==> src/rtl/sa3d_pkg.sv <==
// Shared constants, FSM state type and helpers for the SA3D stream blocks.
package sa3d_pkg;

  localparam int SA3D_DATA_W = 64;
  localparam int SA3D_LANES  = SA3D_DATA_W / 8;

  typedef enum logic [1:0] {
    IDLE  = 2'd0,
    RUN   = 2'd1,
    DRAIN = 2'd2
  } state_e;

  // Number of beats needed to carry n int8 elements over 'lanes' byte lanes.
  function automatic logic [31:0] ceil_div_lanes(input logic [31:0] n, input int unsigned lanes);
    return (n + 32'(lanes) - 32'd1) / 32'(lanes);
  endfunction

endpackage

==> src/rtl/sa3d_sync_fifo_fwft.sv <==
// First-word-fall-through synchronous FIFO; head entry is visible on rd_data_o
// whenever valid_o is high. clr_i empties the FIFO in one cycle.
module sa3d_sync_fifo_fwft #(
  parameter int DATA_W = 64,
  parameter int DEPTH  = 16
) (
  input  logic              clk,
  input  logic              reset,
  input  logic              clr_i,
  input  logic              wr_en_i,
  input  logic [DATA_W-1:0] wr_data_i,
  output logic              full_o,
  input  logic              rd_en_i,
  output logic [DATA_W-1:0] rd_data_o,
  output logic              valid_o
);

  localparam int AW = $clog2(DEPTH);

  logic [DATA_W-1:0] mem_q [DEPTH];
  logic [AW-1:0]     wr_ptr_q, rd_ptr_q;
  logic [AW:0]       cnt_q;
  logic              push, pop;

  assign valid_o   = (cnt_q != '0);
  assign full_o    = (cnt_q == (AW+1)'(DEPTH));
  assign pop       = rd_en_i && valid_o;
  // A pop in the same cycle frees the slot, so a full FIFO can still accept.
  assign push      = wr_en_i && (!full_o || pop);
  assign rd_data_o = mem_q[rd_ptr_q];

  always_ff @(posedge clk) begin
    if (reset || clr_i) begin
      wr_ptr_q <= '0;
      rd_ptr_q <= '0;
      cnt_q    <= '0;
    end else begin
      if (push) wr_ptr_q <= wr_ptr_q + 1'b1;
      if (pop)  rd_ptr_q <= rd_ptr_q + 1'b1;
      case ({push, pop})
        2'b10:   cnt_q <= cnt_q + 1'b1;
        2'b01:   cnt_q <= cnt_q - 1'b1;
        default: cnt_q <= cnt_q;
      endcase
    end
  end

  always_ff @(posedge clk) begin
    if (push) mem_q[wr_ptr_q] <= wr_data_i;
  end

endmodule

==> src/rtl/sa3d_mm2s_tx.sv <==
// SA3D output AXI4-Stream transmitter: buffers result beats and frames them with
// tkeep/tlast. Optional stall counter enabled by SA3D_MM2S_STALL_CNT_EN.
module sa3d_mm2s_tx
  import sa3d_pkg::*;
#(
  parameter int DATA_W     = SA3D_DATA_W,
  parameter int FIFO_DEPTH = 16,
  parameter int DIM_W      = 16
) (
  input  logic                clk,
  input  logic                reset,
  input  logic                Control_start,
  input  logic [DIM_W-1:0]    Img2Col_OutMatrix_Row,
  input  logic [DIM_W-1:0]    Img2Col_OutMatrix_Col,
  input  logic                res_valid,
  output logic                res_ready,
  input  logic [DATA_W-1:0]   res_data,
  output logic [DATA_W-1:0]   m_axis_mm2s_tdata,
  output logic [DATA_W/8-1:0] m_axis_mm2s_tkeep,
  output logic                m_axis_mm2s_tlast,
  output logic                m_axis_mm2s_tvalid,
  input  logic                m_axis_mm2s_tready,
  output logic                busy,
  output logic                done
`ifdef SA3D_MM2S_STALL_CNT_EN
  ,output logic [31:0]        stall_cnt
`endif
);

  localparam int LANES = DATA_W / 8;
  localparam int LW    = $clog2(LANES);

  state_e           state_q;
  logic [DIM_W-1:0] row_cfg_q, col_cfg_q, bpr_q;
  logic [DIM_W-1:0] col_beat_q, row_cnt_q;
  logic [31:0]      total_q, in_cnt_q;
  logic             done_q;

  logic [DIM_W-1:0] bpr_w;
  logic [31:0]      total_w;
  logic             fifo_full, fifo_valid, push, pop;
  logic [DATA_W-1:0] fifo_data;
  logic             last_col, last_row;
  logic [LW-1:0]    rem;
  logic [LANES-1:0] tail_keep, keep_w;

  assign bpr_w   = DIM_W'(ceil_div_lanes(32'(Img2Col_OutMatrix_Col), LANES));
  assign total_w = 32'(Img2Col_OutMatrix_Row) * 32'(bpr_w);

  assign res_ready = (state_q == RUN) && !fifo_full && (in_cnt_q < total_q);
  assign push      = res_valid && res_ready;
  assign pop       = m_axis_mm2s_tvalid && m_axis_mm2s_tready;

  sa3d_sync_fifo_fwft #(
    .DATA_W (DATA_W),
    .DEPTH  (FIFO_DEPTH)
  ) u_fifo (
    .clk       (clk),
    .reset     (reset),
    .clr_i     (Control_start),
    .wr_en_i   (push),
    .wr_data_i (res_data),
    .full_o    (fifo_full),
    .rd_en_i   (pop),
    .rd_data_o (fifo_data),
    .valid_o   (fifo_valid)
  );

  // Framing derives only from counters that move on handshakes, so the beat
  // attributes stay stable while the sink stalls.
  assign last_col  = (col_beat_q == bpr_q - DIM_W'(1));
  assign last_row  = (row_cnt_q == row_cfg_q - DIM_W'(1));
  assign rem       = col_cfg_q[LW-1:0];
  assign tail_keep = LANES'((32'd1 << rem) - 32'd1);
  assign keep_w    = (last_col && rem != '0) ? tail_keep : '1;

  assign m_axis_mm2s_tvalid = fifo_valid;
  assign m_axis_mm2s_tdata  = fifo_valid ? fifo_data : '0;
  assign m_axis_mm2s_tkeep  = fifo_valid ? keep_w : '0;
  assign m_axis_mm2s_tlast  = fifo_valid && last_col && last_row;

  assign busy = (state_q != IDLE);
  assign done = done_q;

  always_ff @(posedge clk) begin
    if (reset) begin
      state_q    <= IDLE;
      row_cfg_q  <= '0;
      col_cfg_q  <= '0;
      bpr_q      <= '0;
      total_q    <= '0;
      in_cnt_q   <= '0;
      col_beat_q <= '0;
      row_cnt_q  <= '0;
      done_q     <= 1'b0;
    end else begin
      done_q <= 1'b0;
      if (Control_start) begin
        // Fresh start or abort of a running frame: no done for the old frame.
        row_cfg_q  <= Img2Col_OutMatrix_Row;
        col_cfg_q  <= Img2Col_OutMatrix_Col;
        bpr_q      <= bpr_w;
        total_q    <= total_w;
        in_cnt_q   <= '0;
        col_beat_q <= '0;
        row_cnt_q  <= '0;
        if (total_w == '0) begin
          state_q <= IDLE;
          done_q  <= 1'b1;
        end else begin
          state_q <= RUN;
        end
      end else begin
        if (push) in_cnt_q <= in_cnt_q + 32'd1;
        if (pop) begin
          if (last_col) begin
            col_beat_q <= '0;
            row_cnt_q  <= row_cnt_q + DIM_W'(1);
          end else begin
            col_beat_q <= col_beat_q + DIM_W'(1);
          end
        end
        case (state_q)
          RUN:     if (push && (in_cnt_q + 32'd1 == total_q)) state_q <= DRAIN;
          DRAIN:   if (pop && m_axis_mm2s_tlast) begin
                     state_q <= IDLE;
                     done_q  <= 1'b1;
                   end
          default: state_q <= state_q;
        endcase
      end
    end
  end

`ifdef SA3D_MM2S_STALL_CNT_EN
  logic [31:0] stall_cnt_q;

  always_ff @(posedge clk) begin
    if (reset || Control_start) begin
      stall_cnt_q <= '0;
    end else if (m_axis_mm2s_tvalid && !m_axis_mm2s_tready && stall_cnt_q != '1) begin
      stall_cnt_q <= stall_cnt_q + 32'd1;
    end
  end

  assign stall_cnt = stall_cnt_q;
`endif

endmodule

==> config.mk <==
export PLATFORM = sky130hd
export DESIGN_NAME = sa3d_mm2s_tx
export DESIGN_NICKNAME = d
export VERILOG_FILES = /design/src/rtl/sa3d_pkg.sv /design/src/rtl/sa3d_sync_fifo_fwft.sv /design/src/rtl/sa3d_mm2s_tx.sv
export SDC_FILE = /design/constraint.sdc
export NUM_CORES = 2
export LEC_CHECK = 0
export CAP_MARGIN = 0
export CORE_UTILIZATION = 54
export DETAILED_ROUTE_END_ITERATION = 10
export PLACE_DENSITY = 0.74
export SYNTH_ARGS = -nofsm -noshare
export SYNTH_HDL_FRONTEND = slang
export SYNTH_SLANG_ARGS = --single-unit
==> constraint.sdc <==
create_clock -name clk -period 26.2 [get_ports clk]
set_clock_uncertainty 0.05 [all_clocks]
set_input_delay 6.55 -clock clk [delete_from_list [all_inputs] [get_ports clk]]
set_output_delay 6.55 -clock clk [all_outputs]
set_load 0.05 [all_outputs]
==> impl_metrics.yaml <==
status:
  outcome: "complete, no violations"
setup_path:
  crit_path_start_kind: "input port"
  worstPathMaxFanout: 17
  max_stage_delay_ns: 0.58
  path_class: "in -> reg"
  cpMostUsedCell: "fa_1"
  cp_top_family: "adder cells"
  cpMaxStageDelayCell: "fa_1"
  arrival_ns: 15.00
  path_buf_inv: 5
  required_ns: 26.75
  endpoint_kind: "register"
route:
  via_count: 31700
  drt-met1-wl_mm: 51.2
  wl_met2_mm: 65.3
  met3_length_mm: 10.2
  drc: 0
  ant_nets: 0
  via_per_inst: 6.02
  top_layer_used: "met5"
  drt_iter0_markers: 2889
  drt_first_pass_iters: 5
  wl_per_cell_um: 24.7
  drt-total-wl_mm: 130
place:
  io_buffers: 177
  dp_cells: 5051
  dp_hpwl_mm: 73.5
  gp_congestion: 0.880
  place_area_um2: 59500
  dp_slack_ns: 11.10
logic_synthesis:
  synth.cells.most_frequent: "1024 x edfxtp_1, 320 x mux4_2, 285 x inv_1"
  avgSynthCellArea_um2: 15.5
  ys_async_sr_fraction: 0
  synth_area_um2: 56100
  synth_edf_count: 1024
  synth_ff_type: "edfxtp_1"
  ys_ff_latch: 1173
  synth-seq-area-share: 0.601
  syn-instance-count: 3624
  synth_cell_type_count: 82
  yosys.area.top_type: "edfxtp_1"
  syn_nets: 4049
  synth_top_area_frac: 0.548
  yosys_warnings: 0
  synth.most_common_cell: "edfxtp_1"
  synth_area_leaders: "edfxtp_1 55%, mux4_2 13%, fa_1 6.0%"
finish:
  fin_util: 0.618
  fill_cells: 7276
  fin_cells: 5263
  regArea_um2: 33700
  area_growth_pct: 12.7
  multi_input_area_um2: 20800
  final_nets: 4221
  drive_above_1_share: 0.149
  fin_area_um2: 63200
grt:
  grt_usage: 0.248
  grt_max_degree: 147
  antenna_found_initial: 7
  grt_pass1_vias: 32100
  grt-ovfl-total: 0
  grt_pass1_wl_mm: 197
timing:
  worst_slew_pin_slew_ns: 1.18
  fmax_mhz: 69.2
  rsz0062_at_grt: "false"
  layout_setup_ws_ns: 11.74
  report.final.setup_viol: 0
  period_needed_ns: 14.46
  drv_slew: 0
  max_slew_margin: 0.214
  report.final.hold_viol_count: 0
  fin_setup_tns_ns: 0
  fin_crit_sh: 0.552
power:
  pwr-share-comb: 0.329
  ir_worst_vdd_uv: 141
  powerDensity_nw_per_um2: 87.4
  pwr-share-seq: 0.376
  switchingPower_w: 0.00182
  swShare: 0.329
  leakage_nw: 21.6
  p_int_w: 0.00370
  pwr-share-clk: 0.295
run:
  maxCapViolCount: 0
clocking:
  cts.sinks: 1173
  cts_setup_buffers: 0
  ctsHoldBuffers: 0
  clk_latency_ns: 0.71
  cts_tree: "yes"
  htreeDepth: 3
  clkSlewWorstSetupHoldPaths_ns: 0.06
  clock-root-buffer: "clkbuf_16"
  cts_buffers: 111
  cts-resized-gates: 0
  cts_max_path_buffers: 3
floorplanning:
  start_util: 0.548
  die_area_um2: 105000
  io_pins: 178
  core_area_um2: 102000
  die_w_um: 324
  rows: 117
  die_h_um: 324
hold_path:
  hp-class: "reg -> reg"
through the flow:
stage	total power, W	hold WS, ns
6_report	0.00553	0.423
5_1_grt	0.00584	0.463
4_1_cts	0.00553	0.428
3_5_place_dp	0.00390	0.420
3_3_place_gp	0.00389	0.412
2_1_floorplan	0.00344	0.398
cells by family after synthesis:
kind of cell,after synthesis,share of synthesized area
buffers and inverters,458,0.0310
AND/OR/NAND/NOR,889,0.0800
flip-flops,1173,0.601
AO/OA/AOI/OAI,235,0.0283
multiplexers,373,0.138
adder cells (fa/ha/maj),324,0.0948
XOR/XNOR,172,0.0268
flip-flops by register name (all words and copies together), names as in the netlist, 4 cells and up, named ones only:
signal           flops
bpr_q               14
col_beat_q          16
in_cnt_q            32
row_cfg_q           16
row_cnt_q           16
total_q             32
u_fifo.cnt_q         5
u_fifo.mem_q      1024
u_fifo.rd_ptr_q      4
u_fifo.wr_ptr_q      4
layer usage:
metal | vias to the layer above | global-route usage
met2 | 1384 | 0.419
met1 | 16200 | 0.332
met4 | 8 | 0.0760
met5 | - | 0
li1 | 13800 | -
met3 | 219 | 0.0424
path summary, 6_finish.rpt:
| kind | startpoint | end | slack (ns) | cells after the start |
|---|---|---|---|---|
| min reg2reg | state_q[1] | state_q[1] | 0.42 | 2 |
| max | Img2Col_OutMatrix_Col[2] | done | 11.74 | 29 |
| max reg2reg | total_q[1] | u_fifo.mem_q[11][4] | 20.74 | 12 |
| min | state_q[1] | state_q[1] | 0.42 | 2 |
power by group through the flow:
stage          Clock [W]  Combinational, W  Sequential (W)
6_report         0.00163           0.00182         0.00208
5_1_grt          0.00172           0.00204         0.00208
4_1_cts          0.00165           0.00180         0.00208
3_5_place_dp           0           0.00178         0.00212
3_3_place_gp           0           0.00177         0.00212
2_1_floorplan          0           0.00134         0.00211
tightest hold or removal path: stages, from the launching register on:
cell	delay, ns
dfxtp_1	0.32
nand2_1	0.05
a21oi_1	0.05
cell type report:
class / count / share of cell area
Timing Repair Buffer: 231 / 0.0349
Multi-Input combinational cell: 1993 / 0.328
Inverter: 286 / 0.0170
Clock inverter: 66 / 0.0126
Clock buffer: 141 / 0.0462
Antenna cell: 5 / 0.000198
Sequential cell: 1173 / 0.534
Tap cell: 1368 / 0.0271
placed cells by master, fill, tap and decap left out, types with 59 or more instances in the layout:
cell	n
fa_1	169
nor2b_1	59
edfxtp_1	1024
clkbuf_16	112
mux4_2	320
ha_1	155
xor2_1	75
clkdlybuf4s50_1	175
dfxtp_1	145
xnor2_1	97
nor2_1	204
and2_1	132
nand2_1	216
inv_1	284
a21oi_1	72
Power figures use the tool's default switching activity.
==> patch: new RTL, config.mk and constraints unchanged <==
The parameter `FIFO_DEPTH` goes from 16 to 8.
--- a/src/rtl/sa3d_mm2s_tx.sv
+++ b/src/rtl/sa3d_mm2s_tx.sv
@@ -4,7 +4,7 @@
   import sa3d_pkg::*;
 #(
   parameter int DATA_W     = SA3D_DATA_W,
-  parameter int FIFO_DEPTH = 16,
+  parameter int FIFO_DEPTH = 8,
   parameter int DIM_W      = 16
 ) (
   input  logic                clk,
Function: not settled (the Yosys comparison gave no result); the edit may change what the design does.
==> patch against the original RTL <==
Routed wire length is 34% lower. Sequential cell count is 516 lower. Count of clock-buffer cells in the layout is 62 lower. Synthesized area is 35% lower. Non-clock buffer count is 12 lower. Sequential share of layout area is 9.1 points lower. Power is 31% lower. Highest routed layer unchanged. Setup slack worse by 0.34 ns. Design area is 35% lower. Critical path depth is 2 higher.
==> patch: results (changes against the original RTL) <==
Vias: 23,400 (-26%)
# nets final: 3,474 (-18%)
Hold crit path type: reg2reg
Total CTS buffers: 69 (-38%)
Largest net degree at the start of global routing: 71 (-52%)
Fillers: 4,879 (-33%)
Lkg Pwr: 15.1 nW (-30%)
Status: finished, final reports clean
Crit-path slowest cell: fa_1
Post-DP HPWL: 56,700 um (-23%)
Clk_lat worst skew: 0.63 ns (-0.08 ns)
Post-CTS Setup Inserts: 0 (unchanged)
Sequential area share after synthesis: 50.4% (-9.7 points)
Starting DRT DRC Count: 1,903 (-34%)
VDD IR max: 0.000118 V (-16%)
Largest cells by area after synthesis: edfxtp_1 42%, fa_1 9.3%, dfxtp_1 8.0%
Buffers on Ports: 177 (unchanged)
Syn_nets: 3,308 (-18%)
Reg2reg path depth: 13 (+1)
Largest regs: u_fifo.mem_q (512), in_cnt_q (32), total_q (32)
Rel. slew slack: 14.1% (-7.3 points)
GRT Util Overall: 25.5% (+0.69 points)
Multiplexer share of the synthesized area: 11.0% (-2.8 points)
Post-synth top cells: 512 x edfxtp_1, 297 x inv_1, 235 x nor2_1
Initial antenna violation count: 4 (-3)
Drt pass-1 iters: 8 (+3)
Share of cells above drive strength 1: 9.92% (-5.0 points)
Routability cong.: 0.929 (+5.6%)
Vias in the first global route: 24,300 (-24%)
First-pass GRT wire length: 134,000 um (-32%)
Final WL: 85,700 um (-34%)
Post-synth EDFFs: 512 (-50%)
Crit path DAT: 15.21 ns (+0.21 ns)
Clk slew on worst S/H paths: 0.06 ns (about the same)
Post-synth ARST share: 0% (unchanged)
Max clock buf depth: 3 (unchanged)
Adder-Cell Fraction of Synth Area: 14.5% (+5.1 points)
Synth Area in XOR/XNOR: 4.08% (+1.4 points)
Synth Area in Compound Gates: 4.70% (+1.9 points)
Yosys cell types: 74 (-9.8%)
==> patch: worst paths after layout <==
| kind | slack (ns) | to | startpoint |
|---|---|---|---|
| max | 11.41 | state_q[0] | Img2Col_OutMatrix_Col[2] |
| min | 0.43 | flop | u_fifo.rd_ptr_q[1] |
| max reg2reg | 21.83 | u_fifo.mem_q[7][57] | total_q[9] |
| min reg2reg | 0.43 | flop | u_fifo.rd_ptr_q[1] |
==> patch: cells by family (layout without fill, tap and decap cells) <==
group                      Yosys count  after routing
and+or+nand+nor                    815            815
DFF                                657            657
buffers and inverters              421            640
adders and majority gates          320            320
AOI/OAI and AO/OA                  268            268
muxes                              238            238
xor gates and xnor gates           168            168
other                                0              2
==> patch: critical path, delay by kind of cell <==
family / cells / cell delay, ns
AO/OA/AOI/OAI: 6 / 1.58
XOR/XNOR: 2 / 0.34
adder cells (fa/ha/maj): 7 / 3.23
buffers and inverters: 5 / 0.94
AND/OR/NAND/NOR: 11 / 2.55
==> patch: metal layers <==
layer  vias up  track usage [%]  routed length (um)
li1      10500                -                   -
met1     11900             33.8               35700
met2       792             42.7               41900
met3       182             5.00                5830
met4         8             7.75                2240
met5         -                0                  63
==> patch: final cells by class <==
cell class	count	area [sq um]	share of cell area, %
Antenna cell	2	5.00	0.0121
Clock buffer	79	1770	4.29
Clock inverter	45	533	1.29
Inverter	297	1110	2.70
Multi-Input combinational cell	1809	16500	39.8
Sequential cell	657	18300	44.2
Tap cell	864	1080	2.62
Timing Repair Buffer	219	2080	5.03
==> patch: where the power goes <==
group	total, W	internal (W)	switching, W
clock network	0.000977	0.000557	0.000420
logic	0.00166	0.000659	0.000999
registers	0.00117	0.00115	0.0000228
==> patch: through the flow <==
stage | power (W) | util [%] | cell area [sq um] | cells | setup slack [ns]
after CTS | 0.00382 | 62.5 | 41300 | 3970 | 11.44
after detailed placement | 0.00284 | 59.0 | 39000 | 3846 | 10.82
after floorplan | 0.00244 | - | 36300 | 2887 | 11.68
after global routing | 0.00406 | 62.5 | 41300 | 3970 | 10.83
after global placement | 0.00281 | 59.0 | 39000 | 3846 | 11.01
final | 0.00381 | 62.5 | 41300 | 3972 | 11.41
